[src/rtl/harness_cmd_bridge.sv]
// Byte-stream command bridge between a host transport and a wrapped DUT's packed I/O buses.
// Decodes single-byte commands, loads dut_in from payload bytes and streams dut_out back LSB first.
module harness_cmd_bridge #(
    parameter int INPUT_SIZE  = 32,
    parameter int OUTPUT_SIZE = 32
) (
    input  logic                   clk,
    input  logic                   rst,
    input  logic [7:0]             rx_data,
    input  logic                   rx_valid,
    output logic                   rx_ready,
    output logic [7:0]             tx_data,
    output logic                   tx_valid,
    input  logic                   tx_ready,
    output logic [INPUT_SIZE-1:0]  dut_in,
    input  logic [OUTPUT_SIZE-1:0] dut_out,
    output logic                   dut_rst,
    output logic                   dut_step,
    output logic                   done,
    output logic                   error
);

    localparam int INPUT_BYTES  = (INPUT_SIZE + 7) / 8;
    localparam int OUTPUT_WORDS = (OUTPUT_SIZE + 31) / 32;
    localparam int STAGE_W      = INPUT_BYTES * 8;
    localparam int SNAP_W       = OUTPUT_WORDS * 32;
    localparam int SEND_BYTES   = OUTPUT_WORDS * 4;
    localparam int LCW          = $clog2(INPUT_BYTES + 1);
    localparam int SCW          = $clog2(SEND_BYTES + 1);

    localparam logic [7:0] CMD_SAMPLE    = 8'd104;
    localparam logic [7:0] CMD_FINISH    = 8'd105;
    localparam logic [7:0] CMD_RST_ON    = 8'd106;
    localparam logic [7:0] CMD_RST_OFF   = 8'd107;
    localparam logic [7:0] CMD_STEP      = 8'd108;
    localparam logic [7:0] CMD_LOAD      = 8'd109;

    typedef enum logic [1:0] {
        ST_IDLE,
        ST_LOAD,
        ST_SEND,
        ST_HALT
    } state_t;

    state_t state;
    state_t state_next;

    logic [STAGE_W-1:0] stage;
    logic [STAGE_W-1:0] stage_shifted;
    logic [LCW-1:0]     load_cnt;
    logic [SNAP_W-1:0]  snapshot;
    logic [SCW-1:0]     send_cnt;

    logic rx_accept;
    logic tx_fire;
    logic start_load;
    logic load_byte;
    logic load_last;
    logic capture;
    logic send_byte;
    logic set_rst;
    logic clr_rst;
    logic step_cmd;
    logic set_done;
    logic set_error;

    assign rx_accept = rx_valid && rx_ready;
    assign tx_valid  = (state == ST_SEND);
    assign tx_fire   = tx_valid && tx_ready;
    assign tx_data   = snapshot[7:0];

    // New payload byte enters at the top so the first byte ends up least significant.
    assign stage_shifted = (stage >> 8) | (STAGE_W'(rx_data) << (STAGE_W - 8));

    always_ff @(posedge clk) begin
        if (rst) begin
            state <= ST_IDLE;
        end else begin
            state <= state_next;
        end
    end

    always_comb begin
        state_next = state;
        start_load = 1'b0;
        load_byte  = 1'b0;
        load_last  = 1'b0;
        capture    = 1'b0;
        send_byte  = 1'b0;
        set_rst    = 1'b0;
        clr_rst    = 1'b0;
        step_cmd   = 1'b0;
        set_done   = 1'b0;
        set_error  = 1'b0;
        case (state)
            ST_IDLE: begin
                if (rx_accept) begin
                    case (rx_data)
                        CMD_SAMPLE: begin
                            capture    = 1'b1;
                            state_next = ST_SEND;
                        end
                        CMD_FINISH: begin
                            set_done   = 1'b1;
                            state_next = ST_HALT;
                        end
                        CMD_RST_ON:  set_rst  = 1'b1;
                        CMD_RST_OFF: clr_rst  = 1'b1;
                        CMD_STEP:    step_cmd = 1'b1;
                        CMD_LOAD: begin
                            start_load = 1'b1;
                            state_next = ST_LOAD;
                        end
                        default: begin
                            set_error  = 1'b1;
                            state_next = ST_HALT;
                        end
                    endcase
                end
            end
            ST_LOAD: begin
                if (rx_accept) begin
                    load_byte = 1'b1;
                    if (load_cnt == LCW'(INPUT_BYTES - 1)) begin
                        load_last  = 1'b1;
                        state_next = ST_IDLE;
                    end
                end
            end
            ST_SEND: begin
                if (tx_fire) begin
                    send_byte = 1'b1;
                    if (send_cnt == SCW'(SEND_BYTES - 1)) begin
                        state_next = ST_IDLE;
                    end
                end
            end
            ST_HALT: begin
                state_next = ST_HALT;
            end
        endcase
    end

    // rx_ready is registered from the next state so it drops right after a sample/finish/bad byte.
    always_ff @(posedge clk) begin
        if (rst) begin
            rx_ready <= 1'b0;
            stage    <= '0;
            load_cnt <= '0;
            snapshot <= '0;
            send_cnt <= '0;
            dut_in   <= '0;
            dut_rst  <= 1'b1;
            dut_step <= 1'b0;
            done     <= 1'b0;
            error    <= 1'b0;
        end else begin
            rx_ready <= (state_next == ST_IDLE) || (state_next == ST_LOAD);
            dut_step <= step_cmd;
            if (set_rst) begin
                dut_rst <= 1'b1;
            end
            if (clr_rst) begin
                dut_rst <= 1'b0;
            end
            if (set_done) begin
                done <= 1'b1;
            end
            if (set_error) begin
                error <= 1'b1;
            end
            if (start_load) begin
                load_cnt <= '0;
            end
            if (load_byte) begin
                stage    <= stage_shifted;
                load_cnt <= load_cnt + LCW'(1);
                if (load_last) begin
                    dut_in <= stage_shifted[INPUT_SIZE-1:0];
                end
            end
            if (capture) begin
                snapshot <= SNAP_W'(dut_out);
                send_cnt <= '0;
            end
            if (send_byte) begin
                snapshot <= snapshot >> 8;
                send_cnt <= send_cnt + SCW'(1);
            end
        end
    end

endmodule
[config.mk]
export PLATFORM = sky130hd
export DESIGN_NAME = harness_cmd_bridge
export DESIGN_NICKNAME = d
export VERILOG_FILES = /design/src/rtl/harness_cmd_bridge.sv
export SDC_FILE = /design/constraint.sdc
export NUM_CORES = 1
export LEC_CHECK = 0
export ABC_AREA = 1
export BUFFER_PORTS_ARGS = -buffer_cell sky130_fd_sc_hd__clkbuf_2
export CAP_MARGIN = 10
export CORE_ASPECT_RATIO = 1.25
export CORE_MARGIN = 2
export CORE_UTILIZATION = 45
export CTS_BUF_LIST = sky130_fd_sc_hd__clkbuf_8
export DETAILED_ROUTE_END_ITERATION = 6
export GPL_TIMING_DRIVEN = 1
export PLACE_DENSITY = 0.7
export SYNTH_ARGS = -nofsm -noshare
export SYNTH_HDL_FRONTEND = slang
export SYNTH_SLANG_ARGS = --single-unit
[constraint.sdc]
create_clock -name clk -period 2.05 [get_ports clk]
set_input_delay 0.3075 -clock clk [delete_from_list [all_inputs] [get_ports clk]]
set_output_delay 0.3075 -clock clk [all_outputs]
set_load 0.005 [all_outputs]
==> impl_metrics.csv <==
group,metric,value,unit
power,p_int,0.00272,W
synth,yosysWarningCount,0,
finish,diodes,0,
critical_path,rr_endpoint,"snapshot[9]",
critical_path,crit_path_start_kind,"register",
routing,postRouteAntennaNets,0,
global_route,grt_max_degree,40,
synth,ys_seq_elements,101,
critical_path,arrival,1920,ps
critical_path,worstPathMaxFanout,36,
worst_hold_path,whs_path_depth,3,
flow_run,maxCapViolCount,0,
sta,hold_slack,211,ps
routing,wl,9570,microns
sta,finalMaxSlewViolations,0,
synth,synthCells,548,
finish,syn_to_final_growth,15.4,%
routing,wire_per_inst,12.9,microns
critical_path,cp-end-kind,"register",
placed_design,place_hpwl,6940,microns
synth,yosysTopAreaCell,"dfxtp_1",
routing,num_vias,3649,
synth,ys_seq_area_share,49.4,%
power,power.leakage,2.12,nW
clocking,cts_made_buffers,9,
sta,fin_tns_setup,0,ps
power,p_per_area,751,nW/um^2
sta,clock_skew,9.72,ps
sta,fmax,599,MHz
power,p_sw_share,23.5,%
power,finalPower,0.00355,W
die,fp.dieH,111,microns
synth,synth.cell_area,4100,sq um
routing,dr.pass1.iters,4,
routing,drc_errors,0,
sta,tightest_slew,399,ps
worst_hold_path,hp-class,"in2reg",
critical_path,worst-setup-path-type,"reg2reg",
placed_design,port_buffers,89,
die,io_pins,90,
clocking,clkSlewWorstSetupHoldPaths,90,ps
finish,final_cell_mix,"nand2_1 (138), dfxtp_1 (101), nor2_1 (89), clkbuf_2 (89), a21oi_1 (57)",
global_route,grt_pass1_wl,15800,microns
die,core,8750,sq um
critical_path,r2r_slack,380,ps
synth,synth_nets,596,
finish,layout.nets,667,
worst_hold_path,hold_end,"snapshot[24]",
status,outcome,"finished clean",
die,rows,38,
finish,postLayoutCellArea,4730,sq um
clocking,root_buffer,"clkbuf_8",
global_route,track_usage,20.2,%
clocking,insertion_delay,360,ps
critical_path,path_buf_inv,2,
clocking,ctsResizeCount,0,
sta,hold_viol,0,
clocking,cts_hold_buf,0,
global_route,overflow,0,
synth,synth_area_leaders,"dfxtp_1 (49%), nand2_1 (13%), nor2_1 (8.2%), a21oi_1 (7.0%), o21ai_0 (6.8%)",
power,pwr-share-clk,35.7,%
placed_design,gp_congestion,0.815,
clocking,cts-htree-levels,3,
sta,setup_viol,0,
power,p_comb_share,7.5,%
global_route,antenna_found_initial,0,
worst_hold_path,min_from,"dut_out[24]",
sta,fin_crit_sh,81.4,%
power,peakVddDrop,0.000459,V
critical_path,crit_chain,"inv_1 -> nor2_4 -> nand2_4 -> clkinv_2 -> nand2_1 -> nand2_1 -> nor2_1 -> nor2_1",
routing,vias_per_cell,4.92,
die,dieArea,9890,sq um
placed_design,place_area,4530,sq um
critical_path,cpMaxStageDelayCell,"dfxtp_1",
critical_path,cp.required,2310,ps
power,seqPwrFrac,56.9,%
synth,avgSynthCellArea,7.48,sq um
finish,post-route-util,54.0,%
sta,min_period,1670,ps
synth,synth.distinct_cells,29,
clocking,cts_sinks,101,
die,start_util,46.8,%
clocking,cts_tree,"built",
routing,drt_iter0_drc,147,
global_route,grt_pass1_vias,3474,
finish,final_common_cell,"nand2_1",
critical_path,crit_family,"simple AND/OR/NAND/NOR gates",
clocking,post-cts-setup-buffers,0,
sta,rsz0062_at_grt,"false",
sta,relSlewSlack,73.4,%
power,switching_power,0.000835,W
critical_path,slowest_delay,360,ps
die,fp.dieW,89.3,microns
critical_path,worst_r2r_path_depth,8,
clocking,cts.path.max_buffers,2,
finish,drive_gt1_share,20.7,%
synth,synth_top_area_share,49.4,%
## stage by stage
stage,setup slack (ps),instances
final,382,742
after global routing,184,742
after CTS,377,742
after detailed placement,367,728
after global placement,408,728
after floorplan,726,548
## how the worst max path moves through the flow
stage / startpoint / endpoint / slack (ps) / cells after the start
5_1_grt: register / snapshot[7] / 180 / 8
4_1_cts: register / snapshot[7] / 380 / 8
3_3_place_gp: register / snapshot[7] / 410 / 8
2_1_floorplan: load_cnt[0] / dut_in[4] / 730 / 8
6_report: register / snapshot[9] / 380 / 8
3_5_place_dp: rx_valid / send_cnt[1] / 370 / 10
## cell usage after synthesis (all sizes together)
| cell | count |
|---|---|
| a21oi | 57 |
| clkinv | 2 |
| nand2 | 144 |
| dfxtp | 101 |
| nor3 | 1 |
| nand4 | 3 |
| o21ai | 68 |
| o21a | 1 |
| o311ai | 1 |
| inv | 28 |
| nor2 | 93 |
| ha | 4 |
| nand3 | 4 |
| buf | 28 |
| clkbuf | 9 |
| a211oi | 2 |
| or2 | 2 |
## worst reg2reg max path, cell delays in order (launching register included)
cell and delay, ps:
dfxtp_1 360, inv_1 130, nor2_4 60, nand2_4 310, clkinv_2 340, nand2_1 140, nand2_1 60, nor2_1 110
nor2_1 60
## kinds of logic (layout without fill, tap and decap cells)
kind of cell	after synthesis	after routing	synth area share, %
simple gates	247	247	24.8
compound gates	129	129	16.0
flops	101	101	49.4
buf+inv	67	141	8.61
fa+ha+maj	4	4	1.22
## power groups by stage
stage | Sequential (W) | Combinational (W) | Clock [W]
after detailed placement | 0.00206 | 0.000267 | 0
after global routing | 0.00202 | 0.000303 | 0.00138
after CTS | 0.00202 | 0.000268 | 0.00129
after global placement | 0.00206 | 0.000262 | 0
after floorplan | 0.00206 | 0.000183 | 0
final | 0.00202 | 0.000265 | 0.00127
## registers in the layout, summed over array words and instances (netlist names), named ones only
| signal | cells |
|---|---|
| done | 1 |
| dut_in | 32 |
| dut_rst | 1 |
| dut_step | 1 |
| error | 1 |
| load_cnt | 3 |
| rx_ready | 1 |
| send_cnt | 3 |
| snapshot | 32 |
| stage | 24 |
## metal layers
metal  vias to the layer above  track usage (%)  part of all wire [%]
li1                       1881                -                     -
met1                      1659             23.1                    40
met2                        94             35.6                    53
met3                        15             6.18                   5.5
met4                         0             5.07                   1.7
met5                         -                0                     0
## cell type report
class	instances	area, sq um
clock buffer	11	151
clock inverter	3	46.3
fill	933	4020
inverter	30	116
multi-input combinational	380	1720
sequential	101	2020
tap	120	150
timing repair buffer	97	518
Note: power is estimated with default switching activity, not from simulation.
